<file path="src/rtl/dwc_upconv_pkg.sv">
// Shared definitions for the AXI4 up-converter (DWC) command path:
// AXI burst encodings, the wrap command sequencer state encoding and a
// helper that derives the slave-side AxSIZE from the slave data width.
package dwc_upconv_pkg;

    localparam logic [1:0] BURST_FIXED = 2'b00;
    localparam logic [1:0] BURST_INCR  = 2'b01;
    localparam logic [1:0] BURST_WRAP  = 2'b10;

    typedef enum logic [1:0] {
        ST_IDLE   = 2'b00,
        ST_ISSUE1 = 2'b01,
        ST_ISSUE2 = 2'b10
    } seq_state_e;

    // log2 of the slave beat size in bytes (AxSIZE encoding of the wide side)
    function automatic logic [2:0] slave_size(input int unsigned data_width_out);
        logic [2:0] res;
        res = 3'd0;
        for (int unsigned i = 0; i < 8; i++) begin
            if ((32'd1 << i) == (data_width_out / 32'd8)) begin
                res = 3'(i);
            end else begin
                res = res;
            end
        end
        return res;
    endfunction

endpackage

</file>
<file path="src/rtl/dwc_upconv_cmd_encode.sv">
// Combinational builder of the first (and, for unaligned WRAP, second)
// slave-width command from one master address transaction and its
// pre-calculated wrap/offset values.
module dwc_upconv_cmd_encode
    import dwc_upconv_pkg::*;
#(
    parameter int DATA_WIDTH_OUT = 64,
    parameter int ADDR_WIDTH     = 32
) (
    input  logic [ADDR_WIDTH-1:0] aaddr,
    input  logic [7:0]            alen,
    input  logic [2:0]            asize,
    input  logic [1:0]            aburst,
    input  logic [7:0]            alen_wrap_pre,
    input  logic [7:0]            alen_sec_wrap_pre,
    input  logic [4:0]            to_boundary_master_pre,
    input  logic [9:0]            mask_wrap_addr_pre,
    input  logic [2:0]            size_diff_pre,
    input  logic [5:0]            len_offset_pre,
    input  logic                  wrap_tx_pre,
    input  logic                  fixed_flag_pre,
    output logic [ADDR_WIDTH-1:0] first_addr,
    output logic [7:0]            first_len,
    output logic [2:0]            first_size,
    output logic [1:0]            first_burst,
    output logic [8:0]            first_mst_beats,
    output logic                  first_last_sub,
    output logic                  split,
    output logic [ADDR_WIDTH-1:0] sec_addr,
    output logic [7:0]            sec_len,
    output logic [8:0]            sec_mst_beats
);

    localparam logic [2:0] SLV_SIZE = slave_size(DATA_WIDTH_OUT);

    logic [8:0] beats_total_s;
    logic [8:0] incr_sum_s;

    // Select the command shape by burst kind and derive the wrap second half
    always_comb begin
        beats_total_s   = {1'b0, alen} + 9'd1;
        // offset + len can exceed 255 before the shift, so keep 9 bits
        incr_sum_s      = {3'b000, len_offset_pre} + {1'b0, alen};

        first_addr      = aaddr;
        first_len       = 8'd0;
        first_size      = SLV_SIZE;
        first_burst     = BURST_INCR;
        first_mst_beats = beats_total_s;
        first_last_sub  = 1'b1;
        split           = 1'b0;

        if (fixed_flag_pre) begin
            first_len   = alen;
            first_size  = asize;
            first_burst = BURST_FIXED;
        end else if (wrap_tx_pre && (aburst == BURST_WRAP)) begin
            // unaligned wrap: first INCR runs up to the wrap boundary
            first_len       = alen_wrap_pre;
            first_mst_beats = {4'b0000, to_boundary_master_pre};
            first_last_sub  = 1'b0;
            split           = 1'b1;
        end else if (aburst == BURST_WRAP) begin
            first_len = alen >> size_diff_pre;
        end else begin
            first_len = 8'(incr_sum_s >> size_diff_pre);
        end

        // second half restarts at the bottom of the wrap window
        sec_addr      = {aaddr[ADDR_WIDTH-1:10], aaddr[9:0] & ~mask_wrap_addr_pre};
        sec_len       = alen_sec_wrap_pre;
        sec_mst_beats = beats_total_s - {4'b0000, to_boundary_master_pre};
    end

endmodule

</file>
<file path="src/rtl/dwc_upconv_wrap_cmd_sequencer.sv">
// Wrap command sequencer of the AXI4 up-converter: turns each accepted
// master address transaction into one slave command (INCR, aligned WRAP,
// FIXED) or two INCR sub-commands (unaligned WRAP). All cmd_* outputs are
// registered and held stable under backpressure.
// Optional build macro DWC_UPCONV_WRAP_SEQ_STATS_EN adds a saturating
// split_count output counting accepted unaligned-WRAP transactions.
module dwc_upconv_wrap_cmd_sequencer
    import dwc_upconv_pkg::*;
#(
    parameter int DATA_WIDTH_OUT = 64,
    parameter int ADDR_WIDTH     = 32,
    parameter int ID_WIDTH       = 4,
    parameter int USER_WIDTH     = 1
) (
    input  logic                  clk,
    input  logic                  rst,
    input  logic                  in_avalid,
    output logic                  in_aready,
    input  logic [ID_WIDTH-1:0]   in_aid,
    input  logic [ADDR_WIDTH-1:0] in_aaddr,
    input  logic [7:0]            in_alen,
    input  logic [2:0]            in_asize,
    input  logic [1:0]            in_aburst,
    input  logic [USER_WIDTH-1:0] in_auser,
    input  logic [7:0]            alen_wrap_pre,
    input  logic [7:0]            alen_sec_wrap_pre,
    input  logic [4:0]            to_boundary_master_pre,
    input  logic [9:0]            mask_wrap_addr_pre,
    input  logic [2:0]            sizeDiff_pre,
    input  logic [5:0]            len_offset_pre,
    input  logic                  wrap_tx_pre,
    input  logic                  fixed_flag_comb_pre,
    output logic                  cmd_valid,
    input  logic                  cmd_ready,
    output logic [ID_WIDTH-1:0]   cmd_id,
    output logic [ADDR_WIDTH-1:0] cmd_addr,
    output logic [7:0]            cmd_len,
    output logic [2:0]            cmd_size,
    output logic [1:0]            cmd_burst,
    output logic [USER_WIDTH-1:0] cmd_user,
    output logic [8:0]            cmd_mst_beats,
    output logic                  cmd_last_sub
`ifdef DWC_UPCONV_WRAP_SEQ_STATS_EN
    ,
    output logic [15:0]           split_count
`endif
);

    localparam logic [2:0] SLV_SIZE = slave_size(DATA_WIDTH_OUT);

    // encoder outputs
    logic [ADDR_WIDTH-1:0] enc_first_addr_s;
    logic [7:0]            enc_first_len_s;
    logic [2:0]            enc_first_size_s;
    logic [1:0]            enc_first_burst_s;
    logic [8:0]            enc_first_beats_s;
    logic                  enc_first_last_s;
    logic                  enc_split_s;
    logic [ADDR_WIDTH-1:0] enc_sec_addr_s;
    logic [7:0]            enc_sec_len_s;
    logic [8:0]            enc_sec_beats_s;

    // state and output registers
    seq_state_e            state_q, state_d;
    logic                  cmd_valid_q, cmd_valid_d;
    logic [ID_WIDTH-1:0]   cmd_id_q, cmd_id_d;
    logic [ADDR_WIDTH-1:0] cmd_addr_q, cmd_addr_d;
    logic [7:0]            cmd_len_q, cmd_len_d;
    logic [2:0]            cmd_size_q, cmd_size_d;
    logic [1:0]            cmd_burst_q, cmd_burst_d;
    logic [USER_WIDTH-1:0] cmd_user_q, cmd_user_d;
    logic [8:0]            cmd_beats_q, cmd_beats_d;
    logic                  cmd_last_q, cmd_last_d;
    // second sub-command, captured at accept time
    logic                  split_q, split_d;
    logic [ADDR_WIDTH-1:0] sec_addr_q, sec_addr_d;
    logic [7:0]            sec_len_q, sec_len_d;
    logic [8:0]            sec_beats_q, sec_beats_d;

    logic                  in_aready_s;
    logic                  accept_s;

    dwc_upconv_cmd_encode #(
        .DATA_WIDTH_OUT (DATA_WIDTH_OUT),
        .ADDR_WIDTH     (ADDR_WIDTH)
    ) u_encode (
        .aaddr                  (in_aaddr),
        .alen                   (in_alen),
        .asize                  (in_asize),
        .aburst                 (in_aburst),
        .alen_wrap_pre          (alen_wrap_pre),
        .alen_sec_wrap_pre      (alen_sec_wrap_pre),
        .to_boundary_master_pre (to_boundary_master_pre),
        .mask_wrap_addr_pre     (mask_wrap_addr_pre),
        .size_diff_pre          (sizeDiff_pre),
        .len_offset_pre         (len_offset_pre),
        .wrap_tx_pre            (wrap_tx_pre),
        .fixed_flag_pre         (fixed_flag_comb_pre),
        .first_addr             (enc_first_addr_s),
        .first_len              (enc_first_len_s),
        .first_size             (enc_first_size_s),
        .first_burst            (enc_first_burst_s),
        .first_mst_beats        (enc_first_beats_s),
        .first_last_sub         (enc_first_last_s),
        .split                  (enc_split_s),
        .sec_addr               (enc_sec_addr_s),
        .sec_len                (enc_sec_len_s),
        .sec_mst_beats          (enc_sec_beats_s)
    );

    // Ready to take a new transaction whenever the output slot frees up this cycle
    always_comb begin
        case (state_q)
            ST_IDLE:   in_aready_s = !rst;
            ST_ISSUE1: in_aready_s = !rst && !split_q && cmd_ready;
            ST_ISSUE2: in_aready_s = !rst && cmd_ready;
            default:   in_aready_s = 1'b0;
        endcase
        accept_s = in_avalid && in_aready_s;
    end

    // Next-state and next-command computation
    always_comb begin
        state_d     = state_q;
        cmd_valid_d = cmd_valid_q;
        cmd_id_d    = cmd_id_q;
        cmd_addr_d  = cmd_addr_q;
        cmd_len_d   = cmd_len_q;
        cmd_size_d  = cmd_size_q;
        cmd_burst_d = cmd_burst_q;
        cmd_user_d  = cmd_user_q;
        cmd_beats_d = cmd_beats_q;
        cmd_last_d  = cmd_last_q;
        split_d     = split_q;
        sec_addr_d  = sec_addr_q;
        sec_len_d   = sec_len_q;
        sec_beats_d = sec_beats_q;

        if (accept_s) begin
            // new transaction takes the output slot directly
            state_d     = ST_ISSUE1;
            cmd_valid_d = 1'b1;
            cmd_id_d    = in_aid;
            cmd_addr_d  = enc_first_addr_s;
            cmd_len_d   = enc_first_len_s;
            cmd_size_d  = enc_first_size_s;
            cmd_burst_d = enc_first_burst_s;
            cmd_user_d  = in_auser;
            cmd_beats_d = enc_first_beats_s;
            cmd_last_d  = enc_first_last_s;
            split_d     = enc_split_s;
            sec_addr_d  = enc_sec_addr_s;
            sec_len_d   = enc_sec_len_s;
            sec_beats_d = enc_sec_beats_s;
        end else if ((state_q == ST_ISSUE1) && cmd_ready && split_q) begin
            // first half delivered: present the wrap second half
            state_d     = ST_ISSUE2;
            cmd_addr_d  = sec_addr_q;
            cmd_len_d   = sec_len_q;
            cmd_size_d  = SLV_SIZE;
            cmd_burst_d = BURST_INCR;
            cmd_beats_d = sec_beats_q;
            cmd_last_d  = 1'b1;
            split_d     = 1'b0;
        end else if ((state_q != ST_IDLE) && cmd_ready) begin
            // last sub-command delivered and nothing new waiting
            state_d     = ST_IDLE;
            cmd_valid_d = 1'b0;
        end else begin
            // idle with no input, or stalled: hold everything
            state_d = state_q;
        end
    end

    // State and output registers with synchronous reset
    always_ff @(posedge clk) begin
        if (rst) begin
            state_q     <= ST_IDLE;
            cmd_valid_q <= 1'b0;
            cmd_id_q    <= {ID_WIDTH{1'b0}};
            cmd_addr_q  <= {ADDR_WIDTH{1'b0}};
            cmd_len_q   <= 8'd0;
            cmd_size_q  <= 3'd0;
            cmd_burst_q <= 2'b00;
            cmd_user_q  <= {USER_WIDTH{1'b0}};
            cmd_beats_q <= 9'd0;
            cmd_last_q  <= 1'b0;
            split_q     <= 1'b0;
            sec_addr_q  <= {ADDR_WIDTH{1'b0}};
            sec_len_q   <= 8'd0;
            sec_beats_q <= 9'd0;
        end else begin
            state_q     <= state_d;
            cmd_valid_q <= cmd_valid_d;
            cmd_id_q    <= cmd_id_d;
            cmd_addr_q  <= cmd_addr_d;
            cmd_len_q   <= cmd_len_d;
            cmd_size_q  <= cmd_size_d;
            cmd_burst_q <= cmd_burst_d;
            cmd_user_q  <= cmd_user_d;
            cmd_beats_q <= cmd_beats_d;
            cmd_last_q  <= cmd_last_d;
            split_q     <= split_d;
            sec_addr_q  <= sec_addr_d;
            sec_len_q   <= sec_len_d;
            sec_beats_q <= sec_beats_d;
        end
    end

`ifdef DWC_UPCONV_WRAP_SEQ_STATS_EN
    logic [15:0] split_count_q, split_count_d;

    // Saturating count of accepted unaligned-WRAP transactions
    always_comb begin
        if (accept_s && enc_split_s && (split_count_q != 16'hFFFF)) begin
            split_count_d = split_count_q + 16'd1;
        end else begin
            split_count_d = split_count_q;
        end
    end

    // Split counter register
    always_ff @(posedge clk) begin
        if (rst) begin
            split_count_q <= 16'd0;
        end else begin
            split_count_q <= split_count_d;
        end
    end

    assign split_count = split_count_q;
`endif

    assign in_aready     = in_aready_s;
    assign cmd_valid     = cmd_valid_q;
    assign cmd_id        = cmd_id_q;
    assign cmd_addr      = cmd_addr_q;
    assign cmd_len       = cmd_len_q;
    assign cmd_size      = cmd_size_q;
    assign cmd_burst     = cmd_burst_q;
    assign cmd_user      = cmd_user_q;
    assign cmd_mst_beats = cmd_beats_q;
    assign cmd_last_sub  = cmd_last_q;

endmodule
</file>
<file path="config.mk">
export PLATFORM = sky130hd
export DESIGN_NAME = dwc_upconv_wrap_cmd_sequencer
export DESIGN_NICKNAME = d
export VERILOG_FILES = /design/src/rtl/dwc_upconv_pkg.sv /design/src/rtl/dwc_upconv_cmd_encode.sv /design/src/rtl/dwc_upconv_wrap_cmd_sequencer.sv
export SDC_FILE = /design/constraint.sdc
export NUM_CORES = 1
export LEC_CHECK = 0
export ABC_AREA = 1
export BUFFER_PORTS_ARGS = -buffer_cell sky130_fd_sc_hd__buf_2
export CAP_MARGIN = 5
export CORE_UTILIZATION = 50
export DETAILED_ROUTE_END_ITERATION = 12
export HOLD_SLACK_MARGIN = 0.1
export PLACE_DENSITY_LB_ADDON = 0.15
export SLEW_MARGIN = 20
export SYNTH_ARGS = -nofsm -noshare
export SYNTH_HDL_FRONTEND = slang
export SYNTH_HIERARCHICAL = 1
export SYNTH_SLANG_ARGS = --single-unit
</file>
<file path="constraint.sdc">
create_clock -name clk -period 2.5 [get_ports clk]
set_input_delay 0.375 -clock clk [delete_from_list [all_inputs] [get_ports clk]]
set_output_delay 0.375 -clock clk [all_outputs]
set_load 0.05 [all_outputs]
</file>
* After elaboration in Yosys (flattened, before gate mapping)
Index checks and enable logic that the tools add are counted.
** Word-level totals
- Output and inout bits :: 62
- Register bits after elaboration :: 113
** Operators by class
- Shifts and indexed selects :: 2
- Reduce and logical (&&, ||, !) cells :: 18
- Equality and inequality tests :: 4
- Muxes and demuxes :: 32
- Bitwise gates (word level) :: 2
- Add/sub/neg operators :: 3
** Operators by type and width (number)
- 32-bit 2-to-1 mux :: 2
- 8-bit 2-to-1 mux :: 5
- 9-bit 2-to-1 mux :: 4
- 1-bit 2-to-1 mux :: 13
- 10-bit bitwise AND :: 1
- 10-bit NOT :: 1
- 6-bit by 8-bit adder with 9-bit output :: 1
- 8-bit by 1-bit adder with 9-bit output, second input constant :: 1
- 3-bit 2-to-1 mux :: 3
- 9-bit by 3-bit right shift with 8-bit output :: 1
- 9-bit by 5-bit subtractor with 9-bit output :: 1
- 1-bit logical AND :: 8
- 2-bit 2-to-1 mux :: 4
- 2-bit nonzero test :: 4
- 8-bit by 3-bit right shift with 8-bit output :: 1
- 2-bit equality test, second input constant :: 2
- 1-bit one-hot mux with 3 select lines :: 1
- 3-bit nonzero test :: 1
- 2-bit by 1-bit equality test with 1-bit output, second input constant :: 1
- 1-bit logical NOT :: 2
- 2-bit logical NOT :: 1
- 2-bit != test, second input constant :: 1
- 2-bit AND reduction :: 1
- 2-bit OR reduction :: 1

* Longest topological paths before layout
Gate-level depths: netlist of the first run.
- Depth in word-level cells :: 7
- Mapped depth :: 19

* Hierarchy
The synthesis of the first run kept the hierarchy.
** Modules (own cells, without submodules)
- dwc_upconv_wrap_cmd_sequencer :: area an instance 4842.1 um2, instances 1, cells an instance 677
- dwc_upconv_cmd_encode :: area an instance 1904.3 um2, instances 1, cells an instance 336

* Least setup slack after synthesis of the first run
Ideal clock, no wire load.
- Path type :: input port to flip-flop
- Start point :: input port len_offset_pre[0]
- End point :: register cmd_len_q[2] (netlist: cmd_len[2])
- Buffers on the path :: 0
- Data arrival time :: 2.046 ns
- Stages :: 18
- Slack :: 0.344 ns
- Data required time :: 2.390 ns
- Path through :: ha_1 -> inv_1 -> fa_1 -> inv_1 -> nand2_1 -> nand3_1 -> o21ai_0 -> or2_2 -> nand2_1 -> a21oi_1 -> nand2_1 -> nand3_1 -> nand2_1 -> nand2_1 -> nand3_1 -> nand3_1 -> nand2_1 -> inv_1
** Between the ends
- Longest elaborated chain between the ends :: 6
** Ends and longest elaborated chain
- from (decl) :: line dwc_upconv_wrap_cmd_sequencer.sv:30 : input logic [5:0] len_offset_pre,
- 6-bit by 8-bit adder with 9-bit output :: line dwc_upconv_cmd_encode.sv:43 : incr_sum_s = {3'b000, len_offset_pre} + {1'b0, alen};
- 9-bit by 3-bit right shift with 8-bit output :: line dwc_upconv_cmd_encode.sv:66 : first_len = 8'(incr_sum_s >> size_diff_pre);
- 8-bit 2-to-1 mux :: line dwc_upconv_cmd_encode.sv:63 : end else if (aburst == BURST_WRAP) begin
- 8-bit 2-to-1 mux :: line dwc_upconv_cmd_encode.sv:57 : end else if (wrap_tx_pre && (aburst == BURST_WRAP)) begin
- 8-bit 2-to-1 mux :: line dwc_upconv_cmd_encode.sv:53 : if (fixed_flag_pre) begin
- named net enc_first_len_s[2] :: line dwc_upconv_wrap_cmd_sequencer.sv:53 : logic [7:0] enc_first_len_s;
- 8-bit 2-to-1 mux :: line dwc_upconv_wrap_cmd_sequencer.sv:139 : if (accept_s) begin
- to (signal assigned) :: line dwc_upconv_wrap_cmd_sequencer.sv:197 : cmd_len_q <= cmd_len_d;
- to (decl) :: line dwc_upconv_wrap_cmd_sequencer.sv:68 : logic [7:0] cmd_len_q, cmd_len_d;
The timed path passes the listed nets, and every way through them passes these cells.
A chain may end at the register's enable or synchronous reset.

* Worst setup path in the final report of the first run
- Start point :: register state_q[0]
- End point :: output port in_aready
** Between the ends
- Longest elaborated chain between the ends :: 2
** Ends and longest elaborated chain
- from (decl) :: line dwc_upconv_wrap_cmd_sequencer.sv:64 : seq_state_e state_q, state_d;
- from (signal assigned) :: line dwc_upconv_wrap_cmd_sequencer.sv:193 : state_q <= state_d;
- 2-bit equality test (tied with other cells) :: line dwc_upconv_wrap_cmd_sequencer.sv:113 : case (state_q)
- 1-bit one-hot mux with 3 select lines * :: line dwc_upconv_wrap_cmd_sequencer.sv:113
- to (decl) :: line dwc_upconv_wrap_cmd_sequencer.sv:18 : output logic in_aready,
Every way passes the cells marked *; elsewhere a longest branch is shown, timed or not.

==> results.yml, run 1 <==
synth:
  synth.distinct_cells: 35
  async_flop_share_pct: 0
  synth-warning-count: 6
  ys_seq_elements: 113
  synthCells: 1013
  synth_nets: 1127
  yosysMostFrequentCell: "nand2_1"
  ys_top_cells_by_count: "242 x nand2_1, 233 x nand3_1, 113 x dfxtp_1"
  avgSynthCellArea_um2: 6.66
  yosys-top-cells-area: "dfxtp_1 34%, nand3_1 17%, nand2_1 13%"
  synth.cell_area_um2: 6750
  synth_top_area_share_pct: 33.5
  ys.flop_type: "dfxtp_1"
  synth_edf_count: 0
  yosysTopAreaCell: "dfxtp_1"
  seq_area_frac_synth_pct: 33.5
floorplan:
  core_area_um2: 13200
  die_width_um: 118
  die_h_um: 118
  rows: 42
  start_util_pct: 51.1
  die-area_um2: 14000
  ios: 158
critical_path:
  path_class: "register to output pin"
  worstSetupStartpointType: "register"
  crit_required_ps: 2120
  rrSetupSlack_ps: 320
  path_max_fanout: 4
  worstPathArrival_ps: 1870
  r2r_start: "state_q[0]"
  ff2ff_path_depth: 12
  rr_endpoint: "cmd_addr[29]"
  end_kind: "output pin"
cells_and_area:
  fin_cells: 1273
  drive_gt1_share_pct: 21.5
  stdcell_area_um2: 7790
  final_nets: 1197
  syn2layout_area_growth_pct: 15.5
grt:
  grt_pass1_vias: 5963
  grt.overflow.total: 0
  grt_max_degree: 61
  antenna_found_initial: 0
  grt_first_pass_wirelength_um: 28600
  grt_use_total_pct: 25.4
cts:
  clkLatencyLatePin_ps: 420
  numCtsBuffers: 17
  clock-root-buffer: "clkbuf_16"
  clkSlewWorstSetupHoldPaths_ps: 50
  cts_resized: 0
  clock-sinks: 113
  cts.path.max_buffers: 2
  cts_tree: "built"
  htree_levels: 4
routing:
  firstDrtPassIters: 7
  totalWireLength_um: 17300
  vias: 6559
  drt-vias-per-instance: 5.15
  wl_per_cell_um: 13.6
  drc: 0
  initialDrtViolationCount: 412
  ant_nets: 0
timing:
  fin_skew_ps: 7.20
  worst_pin_slew_ps: 705
  fin_tns_setup_ps: 0
  setup_violations: 0
  rsz0062_at_grt: "false"
  slew_viol_final: 0
  slew_headroom_pct: 53.0
  maxClockFrequency_ghz: 0.445
  hold_viol: 0
  period_share_pct: 89.9
  period_minus_slack_ps: 2250
power:
  ir_worst_vdd_mv: 0.491
  clkPwrFrac_pct: 47.3
  p_sw_w: 0.00151
  p_leak_nw: 4.08
  sw_frac_of_total_pct: 27.6
  p_per_area_nw_per_um2: 703
  comb_power_share_pct: 17.3
  power.internal_w: 0.00396
  seq_power_share_pct: 35.4
worst_hold_path:
  hold_start: "in_aid[2]"
  min_to: "cmd_id[2]"
  min_path_type: "input port to register"
  min_path_cells: 3
job:
  max-cap-violations: 0
place:
  dp_hpwl_um: 11400
  placed_cell_area_um2: 7140
  io_buffers: 157
  place.gp.congestion: 0.898
  dp_cells: 1239
status:
  outcome: "completed"
[cell usage in the layout, fill, tap and decap left out, types with 3 or more instances in the layout]
| cell type | instances |
|---|---|
| clkbuf_8 | 4 |
| inv_2 | 9 |
| nand3_1 | 233 |
| or2_2 | 3 |
| dfxtp_1 | 113 |
| nand2_1 | 242 |
| o21ai_0 | 10 |
| bufinv_16 | 4 |
| nand2_2 | 4 |
| ha_1 | 16 |
| nand4_1 | 3 |
| clkinv_2 | 3 |
| nand3_2 | 5 |
| clkbuf_16 | 17 |
| o21ai_1 | 5 |
| buf_2 | 157 |
| nor2_4 | 3 |
| buf_4 | 16 |
| a21oi_1 | 73 |
| nor2_1 | 37 |
| inv_1 | 105 |
| xor2_1 | 10 |
[routing by layer]
layer	GRT usage, %	wire length [µm]
met1	31.7	7660
met2	43.2	8240
met3	4.92	1080
met4	9.13	284
met5	0	0
[cell type report]
| type | count | area [µm²] |
|---|---|---|
| inverters | 114 | 428 |
| well taps | 176 | 220 |
| repair buffers | 175 | 946 |
| clock buffers | 23 | 488 |
| diodes | 1 | 2.50 |
| flip-flops and latches | 113 | 2260 |
| fillers | 1337 | 5400 |
| multi-input cells | 662 | 3290 |
| clock inverters | 9 | 153 |
[critical path, cell delays in order (launching register included)]
cell and delay, ps:
dfxtp_1 380, inv_1 80, ha_1 290, nand2_1 60
inv_2 40, nand2_1 100, a21boi_4 220, buf_2 290
[logic make-up (layout without fill, tap and decap cells)]
kind of cell,after synthesis,after routing,share of synthesized area [%]
xor+xnor,12,12,1.78
compound gates,95,95,7.33
fa+ha+maj,18,18,3.56
other cells,1,2,0.0556
simple gates,536,536,36.0
buf+inv,238,321,17.8
flops,113,113,33.5
[state kept, by name, summed over array words and instances (netlist names)]
name,count
cmd_addr,32
cmd_burst,2
cmd_id,4
cmd_last_sub,1
cmd_len,8
cmd_mst_beats,9
cmd_size,3
cmd_user,1
cmd_valid,1
sec_addr_q,32
sec_beats_q,9
sec_len_q,8
split_q,1
state_q,2
[metrics by stage]
| step | hold WS (ps) | power, W | worst slack (ps) | util, % |
|---|---|---|---|---|
| 2_1_floorplan | 444 | 0.00272 | 344 | - |
| 3_3_place_gp | 451 | 0.00291 | 50.4 | 54.1 |
| 3_5_place_dp | 454 | 0.00291 | -3.89 | 54.1 |
| 4_1_cts | 198 | 0.00552 | 220 | 59.1 |
| 5_1_grt | 213 | 0.00572 | 126 | 59.1 |
| 6_report | 213 | 0.00548 | 254 | 59.1 |
[power by group through the flow]
stage | Combinational (W) | Sequential, W | Clock, W
finish | 0.000947 | 0.00194 | 0.00259
global route | 0.00105 | 0.00195 | 0.00272
detailed placement | 0.000941 | 0.00197 | 0
CTS | 0.000948 | 0.00194 | 0.00264
floorplan | 0.000580 | 0.00214 | 0
global placement | 0.000936 | 0.00197 | 0
[worst max-delay path by stage]
stage	start	end	slack, ps
6_report	state_q[0]	in_aready	250
5_1_grt	state_q[0]	cmd_size[2]	130
4_1_cts	state_q[0]	in_aready	220
3_5_place_dp	in_alen[0]	cmd_len[2]	-4
3_3_place_gp	in_alen[0]	cmd_len[2]	50
2_1_floorplan	len_offset_pre[0]	cmd_len[2]	340
[repair_timing]
| action | 4_1_cts | 5_1_grt |
|---|---|---|
| setup buffers | 1 | 0 |
| setup endpoints to repair | 1 | 0 |
| hold buffers | 0 | 0 |
| endpoints found under the hold margin | 0 | 0 |
No activity file was read; power rests on OpenSTA's default activity.
==> inputs of run 2 (changes only) <==
- CORE_ASPECT_RATIO: default -> 1.75
==> results.yml, run 2 (same netlist as run 1, synthesis figures left out) <==
critical_path:
  slowest_stage: "dfxtp_1"
  worstSetupStartpointType: "register"
  end_kind: "output pin"
  path_max_fanout: 6
  crit_path_cell_trace: "inv_1 > ha_1 > nand2_1 > inv_2 > nand2_1 > a21boi_4 > buf_2"
  slowest_delay_ps: 390
  path_class: "register to output pin"
  critical-path-top-cell-by-count: "nand2_1"
  worstPathArrival_ps: 1910
  crit_required_ps: 2120
routing:
  drt-vias-per-instance: 5.17
  ant_nets: 0
  vias: 6568
  initialDrtViolationCount: 330
  firstDrtPassIters: 8
  totalWireLength_um: 18700
  drc: 0
  wl_per_cell_um: 14.7
power:
  p_sw_w: 0.00154
  clkPwrFrac_pct: 47.9
  p_per_area_nw_per_um2: 711
  comb_power_share_pct: 17.4
  power.internal_w: 0.00404
  ir_worst_vdd_mv: 0.410
  p_leak_nw: 4.11
  p_total_w: 0.00558
  sw_frac_of_total_pct: 27.6
  seq_power_share_pct: 34.7
cts:
  clock-root-buffer: "clkbuf_16"
  clkLatencyLatePin_ps: 410
  cts_tree: "built"
  htree_levels: 4
  clock-sinks: 113
  cts_resized: 0
  clkSlewWorstSetupHoldPaths_ps: 60
  numCtsBuffers: 17
  cts.path.max_buffers: 2
  post_cts_buffers: 0
  postCtsHoldBufs: 0
grt:
  grt.overflow.total: 0
  grt_max_degree: 112
  grt_use_total_pct: 27.5
  antenna_found_initial: 1
  grt_first_pass_wirelength_um: 30600
  grt_pass1_vias: 6226
cells_and_area:
  post-route-util_pct: 60.1
  drive_gt1_share_pct: 21.8
  mostFrequentLayoutCells: "242 x nand2_1, 233 x nand3_1, 157 x buf_2, 113 x dfxtp_1, 105 x inv_1"
  syn2layout_area_growth_pct: 16.5
  final_nets: 1200
  layout_commonest_cell: "nand2_1"
  fin_cells: 1270
  stdcell_area_um2: 7860
place:
  place.gp.congestion: 0.983
  io_buffers: 157
  dp_cells: 1238
  placed_cell_area_um2: 7200
  dp_hpwl_um: 13000
timing:
  slew_headroom_pct: 54.2
  maxClockFrequency_ghz: 0.439
  setup_violations: 0
  period_share_pct: 91.2
  fin_skew_ps: 10.6
  worst_pin_slew_ps: 687
  hold_viol: 0
  rsz0062_at_grt: "false"
  slew_viol_final: 0
  period_minus_slack_ps: 2280
floorplan:
  die_width_um: 89.8
  core_area_um2: 13100
  ios: 158
  die-area_um2: 14000
  start_util_pct: 51.6
  die_h_um: 156
  rows: 55
job:
  max-cap-violations: 0
status:
  outcome: "completed"
worst_hold_path:
  min_path_type: "input port to register"
-- run 2: cell type report --
class                      instances  area, µm²
fill                            1376       5220
multi-input combinational        662       3290
antenna                            1       2.50
inverter                         114        428
clock buffer                      21        470
timing repair buffer             178       1010
sequential                       113       2260
tap                              171        214
clock inverter                    10        181
-- run 2: stage by stage --
stage | worst slack, ps | TNS (ps) | hold slack (ps)
6_report | 220 | 0 | 214
5_1_grt | 90.3 | 0 | 201
4_1_cts | 178 | 0 | 198
3_5_place_dp | -44.2 | -80.9 | 452
3_3_place_gp | -4.35 | -4.35 | 447
2_1_floorplan | 344 | 0 | 444
-- run 2: worst paths after layout --
kind              startpoint    endpoint  slack (ps)  cells past startpoint
setup / recovery  state_q[0]   in_aready         220                      7
hold / removal     in_aid[2]   cmd_id[2]         210                      3
setup reg to reg  state_q[0]  cmd_len[7]         500                     11
hold reg to reg    cmd_id[2]   cmd_id[2]         460                      2
-- run 2: power by group through the flow --
stage / clock (W) / sequential (W) / combinational (W)
finish: 0.00267 / 0.00194 / 0.000973
global route: 0.00280 / 0.00195 / 0.00108
floorplan: 0 / 0.00214 / 0.000580
CTS: 0.00272 / 0.00194 / 0.000973
global placement: 0 / 0.00197 / 0.000969
detailed placement: 0 / 0.00197 / 0.000970
-- run 2: metal layers --
| layer | track usage (%) | vias to the layer above | wire, µm |
|---|---|---|---|
| met2 | 52.6 | 201 | 9990 |
| met1 | 27.8 | 2981 | 7160 |
| li1 | - | 3340 | - |
| met5 | 0 | - | 0 |
| met4 | 14.4 | 0 | 642 |
| met3 | 5.56 | 46 | 887 |
-- run 2: worst max-delay path: cells and delay by family (launching register included) --
| kind | cells | cell delay (ps) |
|---|---|---|
| compound gates | 1 | 260 |
| fa+ha+maj | 1 | 280 |
| buf+inv | 3 | 440 |
| flops | 1 | 390 |
| simple gates | 2 | 140 |
==> inputs of run 3 (changes only) <==
- RECOVER_POWER: default -> 50
==> results.yml, run 3 (same netlist as run 1, synthesis figures left out) <==
grt:
  grt.overflow.total: 0
  grt_pass1_vias: 6226
  grt_first_pass_wirelength_um: 30600
  grt_use_total_pct: 27.5
  grt_max_degree: 112
  antenna_found_initial: 1
critical_path:
  path_max_fanout: 6
  worstPathArrival_ps: 1880
  crit_required_ps: 2120
  path_delay_family: "buffers and inverters"
  path_class: "register to output pin"
  slowest_stage: "dfxtp_1"
  end_kind: "output pin"
  worstSetupStartpointType: "register"
  slowest_delay_ps: 390
  critical-path-top-cell-by-count: "nand2_1"
  crit_buf_inv: 3
  crit_path_cell_trace: "inv_1 > ha_1 > nand2_1 > clkinv_1 > nand2_1 > a21boi_4 > buf_2"
cts:
  postCtsHoldBufs: 0
  numCtsBuffers: 17
  clkSlewWorstSetupHoldPaths_ps: 60
  clkLatencyLatePin_ps: 410
  cts_tree: "built"
  htree_levels: 4
  cts.path.max_buffers: 2
  clock-root-buffer: "clkbuf_16"
  post_cts_buffers: 0
  clock-sinks: 113
  cts_resized: 0
timing:
  rsz0062_at_grt: "false"
  period_share_pct: 90.4
  slew_viol_final: 0
  fin_tns_setup_ps: 0
  setup_slack_ps: 241
  setup_violations: 0
  maxClockFrequency_ghz: 0.443
  hold_viol: 0
  period_minus_slack_ps: 2260
  fin_skew_ps: 9.45
  worst_pin_slew_ps: 691
  slew_headroom_pct: 54.0
cells_and_area:
  mostFrequentLayoutCells: "243 x nand2_1, 234 x nand3_1, 113 x dfxtp_1, 105 x inv_1, 96 x buf_2"
  num-fill-cells: 1398
  drive_gt1_share_pct: 15.9
  final_nets: 1200
  syn2layout_area_growth_pct: 15.1
  layout_commonest_cell: "nand2_1"
  post-route-util_pct: 59.4
status:
  outcome: "completed"
power:
  p_total_w: 0.00557
  clkPwrFrac_pct: 48.1
  sw_frac_of_total_pct: 27.7
  ir_worst_vdd_mv: 0.411
  p_sw_w: 0.00155
  power.internal_w: 0.00403
  comb_power_share_pct: 17.2
  p_per_area_nw_per_um2: 718
  seq_power_share_pct: 34.8
  p_leak_nw: 3.85
worst_hold_path:
  min_path_type: "input port to register"
routing:
  initialDrtViolationCount: 347
  wl_per_cell_um: 14.7
  firstDrtPassIters: 5
  drc: 0
  vias: 6537
  drt-vias-per-instance: 5.15
  ant_nets: 0
  totalWireLength_um: 18700
floorplan:
  die_h_um: 156
  die-area_um2: 14000
  rows: 55
  start_util_pct: 51.6
  core_area_um2: 13100
  die_width_um: 89.8
  ios: 158
place:
  dp_hpwl_um: 13000
  io_buffers: 157
  pre_cts_ws_ps: -44.2
  place.gp.congestion: 0.983
job:
  max-cap-violations: 0
run 3: cell type report:
class / instances / area (µm²) / area share [%]
antenna: 1 / 2.50 / 0.0322
multi-input combinational: 662 / 3280 / 42.2
clock inverter: 10 / 181 / 2.34
inverter: 114 / 428 / 5.51
clock buffer: 21 / 470 / 6.06
tap: 171 / 214 / 2.75
timing repair buffer: 178 / 930 / 12.0
sequential: 113 / 2260 / 29.1
run 3: power by group through the flow:
| stage | Clock, W | Sequential [W] | Combinational (W) |
|---|---|---|---|
| finish | 0.00268 | 0.00194 | 0.000957 |
| floorplan | 0 | 0.00214 | 0.000580 |
| global placement | 0 | 0.00197 | 0.000969 |
| global route | 0.00280 | 0.00195 | 0.00106 |
| detailed placement | 0 | 0.00197 | 0.000970 |
| CTS | 0.00272 | 0.00194 | 0.000973 |
run 3: metrics by stage:
stage,hold slack (ps),instances,instance area (µm²)
floorplan,444,1013,6750
global placement,447,1238,7200
detailed placement,452,1238,7200
CTS,198,1269,7860
global route,201,1270,7770
finish,213,1270,7770
run 3: path summary, 6_finish.rpt:
path                                 start  slack [ps]  cells past startpoint          endpoint
worst max register to register  state_q[0]         360                     12  cmd_mst_beats[7]
worst min-delay path             in_aid[2]         210                      3         cmd_id[2]
worst min register to register   cmd_id[2]         460                      2         cmd_id[2]
worst max-delay path            state_q[0]         240                      7         in_aready
run 3: routing by layer:
metal / vias up / track usage (%) / share of wire [%]
met3: 48 / 5.56 / 4.8
met4: 0 / 14.4 / 3.6
met1: 2955 / 27.8 / 38
met2: 198 / 52.6 / 53
li1: 3336 / - / -
met5: - / 0 / 0
run 3: worst reg2reg max path, delay by kind of cell, from the launching register on:
kind,cells,cell delay (ps)
flops,1,390
buf+inv,4,600
fa+ha+maj,1,290
simple gates,7,810
